$ cat config.mk
export PLATFORM = sky130hd
export DESIGN_NAME = cond_logic
export DESIGN_NICKNAME = d
export VERILOG_FILES = /design/src/rtl/cond_logic.sv
export SDC_FILE = /design/constraint.sdc
export NUM_CORES = 1
export LEC_CHECK = 0
export CELL_PAD_IN_SITES_DETAIL_PLACEMENT = 1
export CELL_PAD_IN_SITES_GLOBAL_PLACEMENT = 1
export CORE_MARGIN = 3
export CORE_UTILIZATION = 29
export CTS_CLUSTER_DIAMETER = 40
export DETAILED_ROUTE_END_ITERATION = 8
export PLACE_DENSITY_LB_ADDON = 0.05
export SLEW_MARGIN = 20
export SYNTH_ARGS = -nofsm -noshare
export SYNTH_HDL_FRONTEND = slang
export SYNTH_SLANG_ARGS = --single-unit
export TNS_END_PERCENT = 10
$ cat constraint.sdc
create_clock -name clk -period 5.4 [get_ports clk]
set_clock_uncertainty 0.2 [all_clocks]
set_input_delay 1.08 -clock clk [delete_from_list [all_inputs] [get_ports clk]]
set_output_delay 1.08 -clock clk [all_outputs]
set_load 0.1 [all_outputs]
$ cat src/rtl/cond_logic.sv
// Conditional-execution unit: holds the NZCV flags, tests the instruction's
// condition field against them, and gates the PC, register and memory writes.
module cond_logic (
    input  logic       clk,
    input  logic       reset,
    input  logic [3:0] Cond,
    input  logic [3:0] ALUFlags,
    input  logic [1:0] FlagW,
    input  logic       PCS,
    input  logic       RegW,
    input  logic       MemW,
    input  logic       NoWrite,
    output logic       PCSrc,
    output logic       RegWrite,
    output logic       MemWrite,
    output logic       CondEx,
    output logic [3:0] Flags
);

    logic [3:0] flags_reg;
    logic       n_flag;
    logic       z_flag;
    logic       c_flag;
    logic       v_flag;
    logic       cond_pass;

    assign n_flag = flags_reg[3];
    assign z_flag = flags_reg[2];
    assign c_flag = flags_reg[1];
    assign v_flag = flags_reg[0];

    // Condition is tested against the stored flags only, so a flag-setting
    // instruction sees the values from before its own update.
    always_comb begin
        cond_pass = 1'b0;
        case (Cond)
            4'b0000: cond_pass = z_flag;
            4'b0001: cond_pass = ~z_flag;
            4'b0010: cond_pass = c_flag;
            4'b0011: cond_pass = ~c_flag;
            4'b0100: cond_pass = n_flag;
            4'b0101: cond_pass = ~n_flag;
            4'b0110: cond_pass = v_flag;
            4'b0111: cond_pass = ~v_flag;
            4'b1000: cond_pass = c_flag & ~z_flag;
            4'b1001: cond_pass = ~c_flag | z_flag;
            4'b1010: cond_pass = (n_flag == v_flag);
            4'b1011: cond_pass = (n_flag != v_flag);
            4'b1100: cond_pass = ~z_flag & (n_flag == v_flag);
            4'b1101: cond_pass = z_flag | (n_flag != v_flag);
            4'b1110: cond_pass = 1'b1;
            default: cond_pass = 1'b0;
        endcase
    end

    assign CondEx   = cond_pass & ~reset;
    assign PCSrc    = PCS & CondEx;
    assign RegWrite = RegW & CondEx & ~NoWrite;
    assign MemWrite = MemW & CondEx;
    assign Flags    = flags_reg;

    // Two independent halves: gi = 1 holds {N,Z}, gi = 0 holds {C,V}.
    genvar gi;
    generate
        for (gi = 0; gi < 2; gi++) begin : g_flag_half
            logic [1:0] half_reg;

            always_ff @(posedge clk or posedge reset) begin
                if (reset) begin
                    half_reg <= 2'b00;
                end else if (CondEx && FlagW[gi]) begin
                    half_reg <= ALUFlags[2*gi+1:2*gi];
                end
            end

            assign flags_reg[2*gi+1:2*gi] = half_reg;
        end
    endgenerate

endmodule
== After elaboration in Yosys (flattened, before gate mapping) ==
Index checks and enable logic that the tools add are counted.
W data, S select, Z words.

* RAM bits: 0
* Word-level logic and storage cells: 37
* Memory bits (read-only): 0
* Bits of input ports: 16
* Output and inout port bits: 8
* Memories: 0
* Bits in latches: 0
* Register bits: 4

* Order comparisons: 0
* Shift operators: 0
* Bitwise operators: 15
* Reductions and logical operators: 3
* Muxes and demuxes: 1
* $add $sub $neg: 0
* Equal/unequal tests: 16
* Div/mod/pow operators: 0
* Multipliers: 0

{| class="wikitable"
|+ Operator list
! cell !! number
|-
| $eq A4 B4 Y1 const B || 7
|-
| $eq A4 B3 Y1 const B || 4
|-
| $pmux W1 S15 || 1
|-
| $eq A4 B2 Y1 const B || 2
|-
| $and A1 B1 Y1 || 7
|-
| $not A1 Y1 || 6
|-
| $eq A4 B1 Y1 const B || 1
|-
| $logic_not A4 Y1 || 1
|-
| $logic_and A1 B1 Y1 || 2
|-
| $or A1 B1 Y1 || 2
|-
| $eq A1 B1 Y1 || 1
|-
| $ne A1 B1 Y1 || 1
|}

== Depth between registers and ports, before layout ==
* Word-level depth: 6
* Depth in mapped cells: 6
* Mapped depth without buffers: 5

== Worst setup path after synthesis ==
Ideal clock, no wire load.

* Kind: in2out
* Start: in Cond[3]
* End: out RegWrite
* Required time: 4.120 ns
* Path slack: -0.506 ns
* Buffers on the path: 1
* Cell stages on the path: 6
* Data arrival time: 4.626 ns
* Path through: buf_2 > nand2b_1 > o211ai_1 > a211o_1 > a31oi_1 > and3b_1

* Longest elaborated chain between the ends: 5
* Elaborated cells on any way between the ends: 19
* Classes of those cells: eq/ne: 14; mux: 1; bitwise: 3; reduce/logical: 1

{| class="wikitable"
|+ Ends and longest elaborated chain
! element !! line !! source
|-
| start: declaration || 6 || <nowiki>input logic [3:0] Cond,</nowiki>
|-
| $eq A4 B4 Y1 (tied with other cells) || 36 || <nowiki>case (Cond)</nowiki>
|-
| $pmux W1 S15 (*) || 36 ||
|-
| $and A1 B1 Y1 (*) || 56 || <nowiki>assign CondEx = cond_pass & ~reset;</nowiki>
|-
| via CondEx || 16 || <nowiki>output logic CondEx,</nowiki>
|-
| $and A1 B1 Y1 (*) (2 in series) || 58 || <nowiki>assign RegWrite = RegW & CondEx & ~NoWrite;</nowiki>
|-
| end: declaration || 14 || <nowiki>output logic RegWrite,</nowiki>
|}

Mark *: on every way through the listed nets, which the timed path passes. The rest lies on a longest branch.

== Final worst setup path ==
* Start: in Cond[3]
* End: out RegWrite

* Longest elaborated chain between the ends: 5
* Elaborated cells on any way between the ends: 19
* Classes of those cells: eq/ne: 14; mux: 1; bitwise: 3; reduce/logical: 1

{| class="wikitable"
|+ Ends and longest elaborated chain
! element !! line
|-
| $eq A4 B4 Y1 (tied with other cells) || 36
|-
| $pmux W1 S15 (*) || 36
|-
| $and A1 B1 Y1 (*) || 56
|-
| $and A1 B1 Y1 (*) (2 in series) || 58
|}

Mark *: on every way between the ends. The rest lies on a longest branch, timed or not.

==> results.yml <==
pwr:
  power_density_nw_per_um2: 506
  power_leakage_uw: 0.000298
  power_uw: 383
  ir_worst_vdd_v: 0.000285
critical_path:
  r2r_cells: 5
  crit_fanout: 12
  timing.rr.end: "g_flag_half[0].half_reg[0]"
  r2r_slack_ns: 3.04
  reg2reg_from: "g_flag_half[0].half_reg[0]"
  crit_type: "input pin to output pin"
  start_kind: "input pin"
  cp.arrival_ns: 3.25
  endpoint_kind: "output pin"
  required_ns: 4.12
  crit_start: "Cond[3]"
timing:
  hold_viol_final: 0
  worst_slew_pin_slew_ns: 0.978
  min_period_over_period: 0.839
  tns_ns: 0
  rsz0062_at_grt: "false"
  setup_violations: 0
  relSlewSlack: 0.346
  min_period_ns: 4.53
  fmax_mhz: 221
  worst_slack_ns: 0.869
  whs_ns: 0.354
  final-max-slew-violation-count: 0
yosys:
  seq_area_frac_synth: 0.216
  synth-seq-cells: 4
  yosysMostFrequentCell: "inv_1"
  synth_nets: 67
  yosysTopAreaCellShare: 0.216
  syn_area_per_cell_um2: 9.08
  netlist_instances: 51
  synth_edf_count: 0
  yosysWarnings: 0
  synth_cell_types: 29
  async_flop_share: 1.00
  netlist_top_cells_area: "dfrtp_1 (22%), mux2_1 (9.7%), a2111oi_4 (5.9%)"
  synth_area_um2: 463
  synth_largest_area_cell: "dfrtp_1"
  yosys-top-cells-count: "inv_1 (5), dfrtp_1 (4), mux2_1 (4)"
  yosys_most_used_dff: "dfrtp_1"
global_route:
  grt_first_pass_wirelength_um: 2260
  grt_start_max_net_pins: 13
  antenna_found_initial: 0
  overflow: 0
  grt_use_total: 0.152
  grt_pass1_vias: 497
die:
  dieArea_um2: 2110
  initial_core_util: 0.331
  die_x_um: 46.0
  io_pins: 24
  dieHeight_um: 46.0
  num_rows: 13
  coreArea_um2: 1400
routing:
  drt_iter0_drc: 3
  drc: 0
  postRouteAntennaNets: 0
  vias_per_cell: 5.51
  first_pass_iters: 4
  routed-via-count: 490
  routed_wl_um: 1380
  wl_per_cell_um: 15.5
place:
  dp_slack_ns: 0.858
  dpl.cell_count: 86
  place_hpwl_um: 1120
  port_buffers: 23
  gp_congestion: 0.722
cts:
  insertion_delay_ns: 0.25
  cts_inserted_buffers: 3
  cts_root_buffer: "clkbuf_4"
  post_cts_hold_buffer_count: 0
  clockBufferDepth: 2
  cts_resized: 0
  cts_tree: "done"
  htreeDepth: 1
  post-cts-setup-buffers: 0
  cts.sinks: 4
  clkTransAtPathRegs_ns: 0.03
layout:
  largest_register_ffs: 4
  regArea_um2: 100
  stdcell_count: 89
  drive_gt1_frac: 0.162
  antenna_cells: 0
  syn_to_final_growth_pct: 63.5
  multi_input_area_um2: 332
  num-fill-cells: 164
  nets: 92
worst_hold_path:
  hold_end: "g_flag_half[0].half_reg[1]"
  hp-start: "g_flag_half[0].half_reg[1]"
  hold_path_class: "register to register"
  hold_depth: 1
job:
  max-cap-violations: 0
status:
  status: "finished clean"
==> metal layers <==
metal  vias up  wire (um)  global-route usage
met4         0         14              0.0511
met2        18        692               0.261
met3         2        107              0.0553
met5         -          0                   0
li1        237          -                   -
met1       233        568               0.169
==> power by group <==
group	switching, uW	internal [uW]
logic	190	80.9
clock network	14.0	25.0
registers	27.6	45.3
==> critical path, stage by stage <==
cell and delay (ns):
clkdlybuf4s50_1 0.45, buf_4 0.16, or3b_1 0.40, a2111oi_4 0.37, a2111oi_2 0.12, a31oi_2 0.25, and3b_1 0.24, buf_12 0.18
==> per-stage QoR <==
step                area [um^2]   util
CTS                         757  0.541
finish                      757  0.541
floorplan                   469      -
global route                757  0.541
global placement            734  0.525
detailed placement          734  0.525
==> how the worst max path moves through the flow <==
| stage | end | slack (ns) | cells past startpoint |
|---|---|---|---|
| 6_report | RegWrite | 0.87 | 8 |
| 5_1_grt | RegWrite | 0.69 | 7 |
| 4_1_cts | RegWrite | 0.86 | 8 |
| 3_5_place_dp | RegWrite | 0.86 | 8 |
| 3_3_place_gp | RegWrite | 0.89 | 8 |
| 2_1_floorplan | RegWrite | 0.19 | 5 |
==> placed cells by master, fill, tap and decap left out, drive strengths merged <==
| cell | synthesis | routed |
|---|---|---|
| o221ai | 1 | 1 |
| clkbuf | 1 | 3 |
| nand2b | 3 | 3 |
| buf | 3 | 5 |
| nand2 | 3 | 3 |
| and3b | 1 | 1 |
| nand4bb | 1 | 1 |
| dfrtp | 4 | 4 |
| inv | 5 | 5 |
| xor2 | 1 | 1 |
| and4 | 1 | 1 |
| a2111oi | 2 | 2 |
| mux2 | 4 | 4 |
| nor4b | 1 | 1 |
| or3 | 1 | 1 |
| o311ai | 1 | 1 |
| a21oi | 1 | 1 |
| and2 | 3 | 3 |
| or3b | 1 | 1 |
| o31ai | 1 | 1 |
| nand3 | 1 | 1 |
| clkdlybuf4s50 | 0 | 19 |
| a41oi | 1 | 1 |
| a31oi | 3 | 3 |
| and3 | 1 | 1 |
| nand3b | 2 | 2 |
| a211o | 1 | 1 |
| mux2i | 2 | 2 |
| o211ai | 1 | 1 |
==> logic make-up (layout without fill, tap and decap cells) <==
kind of cell | count (synthesis) | in the layout | synth area share
AOI/OAI and AO/OA | 12 | 12 | 0.268
xor gates and xnor gates | 1 | 1 | 0.0189
buffers and inverters | 9 | 32 | 0.0811
DFF | 4 | 4 | 0.216
muxes | 6 | 6 | 0.141
and+or+nand+nor | 19 | 19 | 0.276
==> cell type report <==
cell class                 count  share of cell area
timing repair buffer          24               0.350
clock buffer                   3              0.0298
tap                           15              0.0248
sequential                     4               0.132
inverter                       5              0.0248
multi-input combinational     38               0.438
No activity file was read; power rests on OpenSTA's default activity.
